### config.mk
export PLATFORM = sky130hd
export DESIGN_NAME = min2_stream_finder
export DESIGN_NICKNAME = d
export VERILOG_FILES = /design/src/rtl/min2_stream_finder_pkg.sv /design/src/rtl/min2_stream_finder_merge.sv /design/src/rtl/min2_stream_finder.sv
export SDC_FILE = /design/constraint.sdc
export NUM_CORES = 1
export LEC_CHECK = 0
export ABC_AREA = 1
export CORE_MARGIN = 5
export CORE_UTILIZATION = 60
export DETAILED_ROUTE_END_ITERATION = 8
export GPL_ROUTABILITY_DRIVEN = 0
export GPL_TIMING_DRIVEN = 0
export PLACE_DENSITY = 0.89
export SYNTH_ARGS = -nofsm -noshare
export SYNTH_HDL_FRONTEND = slang
export SYNTH_HIERARCHICAL = 1
export SYNTH_SLANG_ARGS = --single-unit
### constraint.sdc
create_clock -name clk -period 4.7 [get_ports clk]
set_input_delay 0.705 -clock clk [delete_from_list [all_inputs] [get_ports clk]]
set_output_delay 0.705 -clock clk [all_outputs]
set_load 0.01 [all_outputs]
### src/rtl/min2_stream_finder_pkg.sv
// ldpc_cn_pkg: shared widths, helpers and the min-pair triple for the check-node stages
package ldpc_cn_pkg;
  function automatic int clog2(input int n);
    int r;
    r = 0;
    while ((1 << r) < n) r = r + 1;
    return r;
  endfunction
  localparam int CN_W = 6;
  localparam int CN_MW = CN_W - 1;
  localparam int CN_IDXW = clog2(8 * 4);
  typedef struct packed {
    logic [CN_MW-1:0]   min1;
    logic [CN_MW-1:0]   min2;
    logic [CN_IDXW-1:0] idx;
  } cn_min2_t;
endpackage

### src/rtl/min2_stream_finder_merge.sv
// min2_merge: combinational merge of two (min1, min2, idx) pairs, "a" being the lower-index side
module min2_merge #(
  parameter int MW = 5,
  parameter int IW = 3
) (
  input  logic [MW-1:0] a1,
  input  logic [MW-1:0] a2,
  input  logic [IW-1:0] ai,
  input  logic [MW-1:0] b1,
  input  logic [MW-1:0] b2,
  input  logic [IW-1:0] bi,
  output logic [MW-1:0] m1,
  output logic [MW-1:0] m2,
  output logic [IW-1:0] mi
);
  logic gt;
  always_comb begin
    gt = a1 > b1;
    m1 = gt ? b1 : a1;
    m2 = gt ? (a1 < b2 ? a1 : b2) : (a2 < b1 ? a2 : b1);
    mi = gt ? bi : ai;
  end
endmodule

### src/rtl/min2_stream_finder.sv
// min2_stream_finder: multi-beat two-minimum finder with global min1 index and sign product
module min2_stream_finder
  import ldpc_cn_pkg::*;
#(
  parameter int W = 6,
  parameter int LANES = 8,
  parameter int MAX_BEATS = 4,
  parameter int IDXW = clog2(LANES * MAX_BEATS)
) (
  input  logic                     clk,
  input  logic                     rst,
  input  logic                     in_valid,
  input  logic                     in_last,
  input  logic [LANES*(W-1)-1:0]   x,
  input  logic [LANES-1:0]         sgn,
  output logic [W-2:0]             min1,
  output logic [W-2:0]             min2,
  output logic [IDXW-1:0]          idx,
  output logic                     sign_prod,
  output logic                     out_valid,
  output logic                     overflow
);
  localparam int MW = W - 1;
  localparam int LW = clog2(LANES);
  localparam int BW = MAX_BEATS > 1 ? clog2(MAX_BEATS) : 1;

  // heap-ordered tree: node n merges 2n (lower lanes) with 2n+1; leaves carry an all-ones min2
  logic [2*LANES-1:1][MW-1:0] t1, t2;
  logic [2*LANES-1:1][LW-1:0] ti;

  for (genvar k = 0; k < LANES; k++) begin : g_leaf
    assign t1[LANES+k] = x[k*MW +: MW];
    assign t2[LANES+k] = '1;
    assign ti[LANES+k] = LW'(k);
  end

  for (genvar n = 1; n < LANES; n++) begin : g_node
    min2_merge #(.MW(MW), .IW(LW)) u_merge (
      .a1(t1[2*n]), .a2(t2[2*n]), .ai(ti[2*n]),
      .b1(t1[2*n+1]), .b2(t2[2*n+1]), .bi(ti[2*n+1]),
      .m1(t1[n]), .m2(t2[n]), .mi(ti[n])
    );
  end

  logic [BW-1:0] beat;
  logic          mid;
  logic          at_max, fin;
  logic          s1_v, s1_first, s1_last, s1_ovf, s1_sgn;
  logic [BW-1:0] s1_beat;
  logic [MW-1:0] s1_m1, s1_m2;
  logic [LW-1:0] s1_li;

  assign at_max = beat == BW'(MAX_BEATS - 1);
  assign fin = in_last || at_max;

  always_ff @(posedge clk) begin
    if (rst) begin
      beat <= '0;
      mid <= 1'b0;
      s1_v <= 1'b0;
      s1_first <= 1'b0;
      s1_last <= 1'b0;
      s1_ovf <= 1'b0;
      s1_sgn <= 1'b0;
      s1_beat <= '0;
      s1_m1 <= '0;
      s1_m2 <= '0;
      s1_li <= '0;
    end else begin
      s1_v <= in_valid;
      if (in_valid) begin
        s1_m1 <= t1[1];
        s1_m2 <= t2[1];
        s1_li <= ti[1];
        s1_sgn <= ^sgn;
        s1_beat <= beat;
        s1_first <= !mid;
        s1_last <= fin;
        s1_ovf <= !in_last && at_max;
        beat <= fin ? '0 : beat + BW'(1);
        mid <= !fin;
      end
    end
  end

  logic [IDXW-1:0] gidx, mgi, acc_i;
  logic [MW-1:0]   mg1, mg2, acc_m1, acc_m2;
  logic            acc_s, acc_done, acc_ovf;

  assign gidx = (IDXW'(s1_beat) << LW) | IDXW'(s1_li);

  min2_merge #(.MW(MW), .IW(IDXW)) u_acc (
    .a1(acc_m1), .a2(acc_m2), .ai(acc_i),
    .b1(s1_m1), .b2(s1_m2), .bi(gidx),
    .m1(mg1), .m2(mg2), .mi(mgi)
  );

  always_ff @(posedge clk) begin
    if (rst) begin
      acc_m1 <= '0;
      acc_m2 <= '0;
      acc_i <= '0;
      acc_s <= 1'b0;
      acc_done <= 1'b0;
      acc_ovf <= 1'b0;
    end else begin
      acc_done <= s1_v && s1_last;
      acc_ovf <= s1_v && s1_ovf;
      if (s1_v) begin
        acc_m1 <= s1_first ? s1_m1 : mg1;
        acc_m2 <= s1_first ? s1_m2 : mg2;
        acc_i <= s1_first ? gidx : mgi;
        acc_s <= s1_first ? s1_sgn : acc_s ^ s1_sgn;
      end
    end
  end

  always_ff @(posedge clk) begin
    if (rst) begin
      out_valid <= 1'b0;
      overflow <= 1'b0;
      min1 <= '0;
      min2 <= '0;
      idx <= '0;
      sign_prod <= 1'b0;
    end else begin
      out_valid <= acc_done;
      overflow <= acc_ovf;
      if (acc_done) begin
        min1 <= acc_m1;
        min2 <= acc_m2;
        idx <= acc_i;
        sign_prod <= acc_s;
      end
    end
  end
endmodule

Yosys cells after proc, flatten, opt, wreduce, memory -nomap -nowiden
Index checks and enable logic that the tools add are counted.
{"block": "totals", "reg_bits": 59, "latch_bits": 0, "ram_bits": 0, "romBits": 0, "input_bits": 52, "out_inout_bits": 18, "memories": 0}
{"block": "classes", "addsub": 1, "multipliers": 0, "div_mod_pow": 0, "magnitude_cmp": 24, "eq_ne": 2, "n_shift": 0, "mux": 45, "bitwise": 2, "reduce_logical": 11}
{"cell": "two-way mux 5 bit", "n": 36}
{"cell": "greater-than comparator 5 bit", "n": 8}
{"cell": "less-than comparator 5 bit", "n": 8}
{"cell": "less-than comparator 5 bit (first input constant)", "n": 4}
{"cell": "less-than comparator 5 bit (second input constant)", "n": 4}
{"cell": "two-way mux 3 bit", "n": 3}
{"cell": "parity 8 bit", "n": 1}
{"cell": "two-way mux 1 bit", "n": 5}
{"cell": "OR 5 x 3 -> 5 bit", "n": 1}
{"cell": "AND reduction 2 bit", "n": 2}
{"cell": "logical AND 1 bit", "n": 3}
{"cell": "zero test 1 bit", "n": 3}
{"cell": "inequality test 3 x 2 -> 1 bit (second input constant)", "n": 1}
{"cell": "adder 2 x 1 -> 2 bit (second input constant)", "n": 1}
{"cell": "equality test 2 bit (second input constant)", "n": 1}
{"cell": "two-way mux 2 bit", "n": 1}
{"cell": "nonzero test 2 bit", "n": 1}
{"cell": "logical OR 1 bit", "n": 1}
{"cell": "bitwise XOR 1 bit", "n": 1}

Longest topological paths before layout
Gate-level depths: netlist of the first run.
{"block": "logic_depth", "depth_word": 9, "depth_mapped": 32}

Modules after synthesis
Netlist of the first run, hierarchy kept.
{"mod": "min2_merge at g_node[1].u_merge ...", "n_inst": 7, "cells_each": 127, "area_each_um2": 678.2, "seq_area_each_um2": 0.0}
{"mod": "min2_stream_finder", "n_inst": 1, "cells_each": 318, "area_each_um2": 2323.5, "seq_area_each_um2": 1181.1}
{"mod": "min2_merge at u_acc", "n_inst": 1, "cells_each": 134, "area_each_um2": 792.0, "seq_area_each_um2": 0.0}

Worst setup path after synthesis of the first run
Ideal clock, no wire load.
{"block": "synth_path", "path_type": "input to register", "start": "in x[29]", "end": "reg s1_m2[4]", "setup_ps": 116, "t_arrival_ps": 3741, "required_ps": 4584, "path_slack_ps": 844, "stages": 29, "path_buffers": 1, "path_cell_list": "inv_1 > ha_1 > nand2_1 > nor2_2 > nand2_1 > nand3_2 > nand2_4 > o21ai_0 > ha_1 > nand2_1 > inv_1 > nand2_1 > nand3_2 > nand2_4 > buf_6 > nand3_1 > nand2_1 > inv_1 > ha_1 > nand2_1 > inv_1 > nand2_1 > nand3_2 > nand2_1 > nand2_1 > nand2_1 > nand2_1 > nor2_1 > nor2_1"}
{"element": "from (decl)", "line_no": "min2_stream_finder.sv:14", "source": "input logic [LANES*(W-1)-1:0] x,"}
{"element": "to (signal assigned)", "line_no": "min2_stream_finder.sv:73", "source": "s1_m2 <= t2[1];"}
{"element": "to (decl)", "line_no": "min2_stream_finder.sv:50", "source": "logic [MW-1:0] s1_m1, s1_m2;"}

==> flow_summary.yaml, run 1 <==
run_status:
  status: "completed"
sta:
  hold_violations: 0
  drv_slew: 0
  final-setup-viol-count: 0
  finalCritPeriodShare_pct: 94.3
  clock_skew_ns: 0.00643
  tightest_slew_ns: 0.521
  slew_headroom_pct: 64.9
  fin_crit_ns: 4.43
  fmax_ghz: 0.226
  fin_tns_setup_ns: 0
drt:
  routed_wl_um: 20300
  viasPerCell: 5.16
  drc_errors: 0
  vias: 8771
  ant_nets: 0
  routedWlPerCell_um: 11.9
  drt_iter0_drc: 579
  first_pass_iters: 5
clocking:
  cts_htree_levels: 3
  clk_pin_slew_worst_paths_ns: 0.05
  numCtsBuffers: 9
  insertion_delay_ns: 0.33
  cts.sinks: 59
  clockRootBuffer: "clkbuf_16"
  cts_tree: "built"
  cts_buffer_depth: 2
  hold_buffers: 0
logic_synthesis:
  synth_xor_area_share_pct: 0
  synth.area.mux_share_pct: 0
  yosys.area.top_type: "nand2_1"
  syn-cell-area_mm2: 0.00786
  syn_avg_cell_area_um2: 5.86
  ys_seq_area_share_pct: 15.0
  synth_compound_area_share_pct: 11.4
  postSynthCellCount: 1341
  synth_fa_ha_area_share_pct: 16.7
  ys_seq_elements: 59
  synth_top_area_share_pct: 25.7
  synth-simple-area-share_pct: 44.6
  yosysWarnings: 6
  yosys-top-cells-area: "nand2_1 (26%), ha_1 (17%), dfxtp_1 (15%), inv_1 (9.0%), nand4_1 (6.4%)"
  synth_top_family_by_area: "simple AND/OR/NAND/NOR gates"
  synth_cell_types: 29
layout:
  n_antenna_cell: 0
  drive_gt1_share_pct: 11.1
  nNetsFinal: 1679
  syn_to_final_growth_pct: 22.9
  final_util_pct: 76.0
job:
  drv_cap: 0
pwr:
  p_leak_nw: 5.74
  power_density_mw_per_mm2: 398
  sw_frac_of_total_pct: 47.8
  total_power_mw: 3.85
  switchingPower_mw: 1.84
  combPwrFrac_pct: 63.5
  p_int_mw: 2.01
  p_clk_share_pct: 20.4
  ir_drop_v: 0.000208
  seqPwrFrac_pct: 16.0
critical_path:
  required_ns: 4.92
  cp-start-kind: "input port"
  end_kind: "flip-flop"
  critical_path_class: "in2reg"
  cp_max_fo: 10
  worst-endpoint-arrival_ns: 4.65
die:
  initial_core_util_pct: 61.8
  die_w_um: 124
  dieArea_mm2: 0.0155
  core-area_mm2: 0.0127
  ios: 70
  row_count: 41
  die_y_um: 124
global_route:
  antenna_found_initial: 0
  grt_pass1_vias: 7981
  groute.usage.overall_pct: 24.9
  grt-ovfl-total: 0
  grt_pass1_wl_um: 33800
  grt_max_degree: 11
placement:
  portBuffers: 69
  place_hpwl_um: 15500
worst_hold_path:
  hold_class: "reg2reg"
## kinds of logic (layout without fill, tap and decap cells)
kind of cell	after synthesis	count (layout)
simple gates	796	797
buf+inv	228	315
compound gates	151	151
fa+ha+maj	105	105
flops	59	59
other cells	2	100
## layout make-up
| class | instances | area, µm² |
|---|---|---|
| clock buffer | 12 | 267 |
| clock inverter | 4 | 95.1 |
| timing repair buffer | 71 | 721 |
| tap | 172 | 215 |
| inverter | 202 | 759 |
| buffer | 26 | 203 |
| sequential | 59 | 1180 |
| fill | 1051 | 3060 |
| multi-input combinational | 1153 | 6220 |
## worst max-delay path: stages
cell	delay, ns
clkdlybuf4s50_1	0.45
inv_1	0.11
ha_1	0.31
nand2_1	0.07
nor2_2	0.12
nand2_1	0.08
nand3_2	0.09
nand2_4	0.09
o21ai_0	0.43
inv_1	0.12
ha_1	0.30
nand2_1	0.08
nand2_4	0.13
buf_6	0.15
nand3_1	0.08
nand2_1	0.10
inv_1	0.05
ha_1	0.32
nand2_1	0.09
inv_1	0.05
nand2_2	0.12
nand3_2	0.13
nand2_1	0.08
nand2_1	0.06
nand2_1	0.09
nand2_1	0.06
nor2_1	0.12
nor2_1	0.05
## placed cells by master (no fill, tap or decap), types with 11 or more instances in the layout
master	Yosys	layout
buf_6	11	11
nand2_1	539	532
o21ai_0	63	55
dfxtp_1	59	59
nand3_1	43	39
nor2_1	83	83
inv_2	12	21
inv_1	188	179
a21oi_2	16	15
o21ai_2	20	19
conb_1	2	100
ha_1	105	103
clkdlybuf4s50_1	0	68
nand4_1	80	80
nand3_2	22	25
a21oi_1	45	45
nand2_2	10	18
## registers in the layout (all words and copies together) (netlist names), 2 cells and up
register and cells:
acc_i 5, acc_m1 5, acc_m2 5, beat 2
idx 5, min1 5, min2 5, s1_beat 2
s1_li 3, s1_m1 5, s1_m2 5
## worst paths after layout
check / start / endpoint / slack (ns) / cells past startpoint
min: acc_ovf$_SDFF_PP0_ / overflow$_SDFF_PP0_ / 0.41 / 2
max reg2reg: s1_m1[4]$_SDFFE_PP0P_ / acc_m2[1]$_SDFFE_PP0P_ / 2.82 / 12
max: x[28] / s1_m2[0]$_SDFFE_PP0P_ / 0.27 / 28
min reg2reg: acc_ovf$_SDFF_PP0_ / overflow$_SDFF_PP0_ / 0.41 / 2
## per-layer routing
layer  track usage, %  part of all wire, %
met2             45.5                   50
met3             3.26                  5.0
met4             8.51                  2.2
met1             29.9                   43
met5                0                    0
## Yosys cell counts (all sizes together)
cell type and n:
a211oi 1, a21oi 61, buf 24, clkbuf 2
clkinv 2, conb 2, dfxtp 59, ha 105
inv 200, nand2 558, nand3 65, nand4 80
nor2 91, nor3 2, o21ai 89
## power by group through the flow
stage / sequential (mW) / clock (mW) / combinational (mW)
2_1_floorplan: 0.605 / 0 / 1.84
6_report: 0.618 / 0.786 / 2.45
3_5_place_dp: 0.624 / 0 / 2.28
3_3_place_gp: 0.623 / 0 / 2.21
5_1_grt: 0.623 / 0.812 / 2.79
4_1_cts: 0.615 / 0.787 / 2.31
## metrics by stage
step	instances	hold WS, ns	setup slack [ns]	instance area (µm²)
finish	1699	0.411	0.266	9660
global route	1699	0.429	-0.0605	9660
CTS	1696	0.412	0.0185	9500
detailed placement	1680	0.404	-0.346	9140
global placement	1680	0.401	-0.275	9140
floorplan	1439	0.388	0.844	8230
## what timing repair did
action                     CTS  global route
setup buffers                0             2
pin swaps                    0             5
resized for setup            2            40
gates cloned                 0             1
setup endpoints to repair    4            13
No activity file was read; power rests on OpenSTA's default activity.
==> inputs of run 2 (changes only) <==
CORE_UTILIZATION = 46   (was 60)
PLACE_DENSITY = 0.72   (was 0.89)
==> run 2 against run 1 <==
Compared with the run above: core utilization shrank 17 points; register-to-register slack about the same; combinational power about the same; die area grew 28%; wire length down 2.8%; clock power is 5.1% higher; total power increased by 1.6%; critical endpoint unchanged; largest cell class unchanged; highest routed layer unchanged.
==> flow_summary.yaml, run 2 (synthesis gave the netlist of run 1 again) <==
critical_path:
  cp_slowest_cell: "clkdlybuf4s50_1"
  end_kind: "flip-flop"
  critical_path_class: "in2reg"
  cp_max_fo: 10
  worst-endpoint-arrival_ns: 4.65
  cp-start-kind: "input port"
  cpMostUsedCell: "nand2_1"
  cpLargestDelayFamily: "simple AND/OR/NAND/NOR gates"
  critPathMaxStageDelay_ns: 0.45
  required_ns: 4.96
  crit_buf_inv: 4
layout:
  nNetsFinal: 1678
  area.sequential_mm2: 0.00118
  final_cell_mix: "nand2_1 (534), inv_1 (178), ha_1 (101), conb_1 (100), nor2_1 (82)"
  n_fill_cell: 1702
  final_util_pct: 58.5
  n_antenna_cell: 0
  drive_gt1_share_pct: 11.2
  multi_input_area_mm2: 0.00625
  syn_to_final_growth_pct: 24.3
  final_common_cell: "nand2_1"
sta:
  finalCritPeriodShare_pct: 93.6
  fin_crit_ns: 4.40
  drv_slew: 0
  clock_skew_ns: 0.00755
  hold_violations: 0
  tightest_slew_ns: 0.487
  final-setup-viol-count: 0
  layout_setup_ws_ns: 0.301
  slew_headroom_pct: 67.2
  fmax_ghz: 0.227
pwr:
  power_density_mw_per_mm2: 400
  p_leak_nw: 5.77
  ir_drop_v: 0.000194
die:
  core-area_mm2: 0.0167
  ios: 70
  die_y_um: 141
  row_count: 47
  initial_core_util_pct: 47.1
  dieArea_mm2: 0.0198
  die_w_um: 141
placement:
  portBuffers: 69
  dp_slack_ns: -0.413
  place_hpwl_um: 15600
drt:
  routed_wl_um: 19700
  drc_errors: 0
  routedWlPerCell_um: 11.3
  first_pass_iters: 5
  drt_iter0_drc: 503
  vias: 8495
  ant_nets: 0
  viasPerCell: 4.87
clocking:
  insertion_delay_ns: 0.33
  cts_tree: "built"
  cts.sinks: 59
  cts_htree_levels: 3
  cts_buffer_depth: 2
  clockRootBuffer: "clkbuf_16"
  clk_pin_slew_worst_paths_ns: 0.05
  hold_buffers: 0
  numCtsBuffers: 9
global_route:
  grt_pass1_wl_um: 33400
  antenna_found_initial: 0
  grt-ovfl-total: 0
  grt_max_degree: 11
  groute.usage.overall_pct: 19.5
  grt_pass1_vias: 7666
job:
  drv_cap: 0
worst_hold_path:
  hold_class: "reg2reg"
run_status:
  status: "completed"
-- run 2: report_power, final --
part           switching (mW)  internal [mW]
clock network           0.225          0.600
registers              0.0586          0.557
logic                    1.55          0.921
total                    1.83           2.08
-- run 2: path summary, 6_finish.rpt --
kind                            slack (ns)                endpoint             startpoint  depth (start not counted)
worst max-delay path                  0.30   s1_m2[0]$_SDFFE_PP0P_                  x[29]                         30
worst min-delay path                  0.41     overflow$_SDFF_PP0_     acc_ovf$_SDFF_PP0_                          2
worst max register to register        2.83  acc_m2[4]$_SDFFE_PP0P_  s1_m1[4]$_SDFFE_PP0P_                         12
worst min register to register        0.41     overflow$_SDFF_PP0_     acc_ovf$_SDFF_PP0_                          2
-- run 2: timing repair --
action,CTS,global route
cloned,0,1
pin swaps,0,5
setup endpoints to repair,9,13
setup buffers,0,1
resized for setup,3,49
endpoints found under the hold margin,0,0
-- run 2: worst min-delay path: stages, from the launching register on --
cell and delay (ns):
dfxtp_1 0.29, inv_1 0.05, nor2_1 0.03
-- run 2: cell type report --
type / instances / share of cell area (%)
Buffer: 26 / 2.07
Clock buffer: 12 / 2.63
Clock inverter: 4 / 1.23
Inverter: 202 / 7.77
Multi-Input combinational cell: 1153 / 64.0
Sequential cell: 59 / 12.1
Tap cell: 220 / 2.82
Timing Repair Buffer: 70 / 7.38
-- run 2: per-stage QoR --
step                      hold slack, ns  TNS, ns  power, mW  cell area [µm²]  cells
after floorplan                    0.388        0       2.45             8230   1439
after global placement             0.401    -3.87       2.86             9200   1728
after detailed placement           0.406    -4.21       2.91             9200   1728
after CTS                          0.415        0       3.76             9570   1744
after global routing               0.452  -0.0147       4.32             9770   1746
final                              0.414        0       3.91             9770   1746
-- run 2: metal layers --
metal / vias up / GRT usage, % / part of all wire [%]
met4: 0 / 5.20 / 1.9
met3: 41 / 2.61 / 4.6
met2: 190 / 33.2 / 46
li1: 4580 / - / -
met5: - / 0 / 0
met1: 3684 / 25.9 / 47
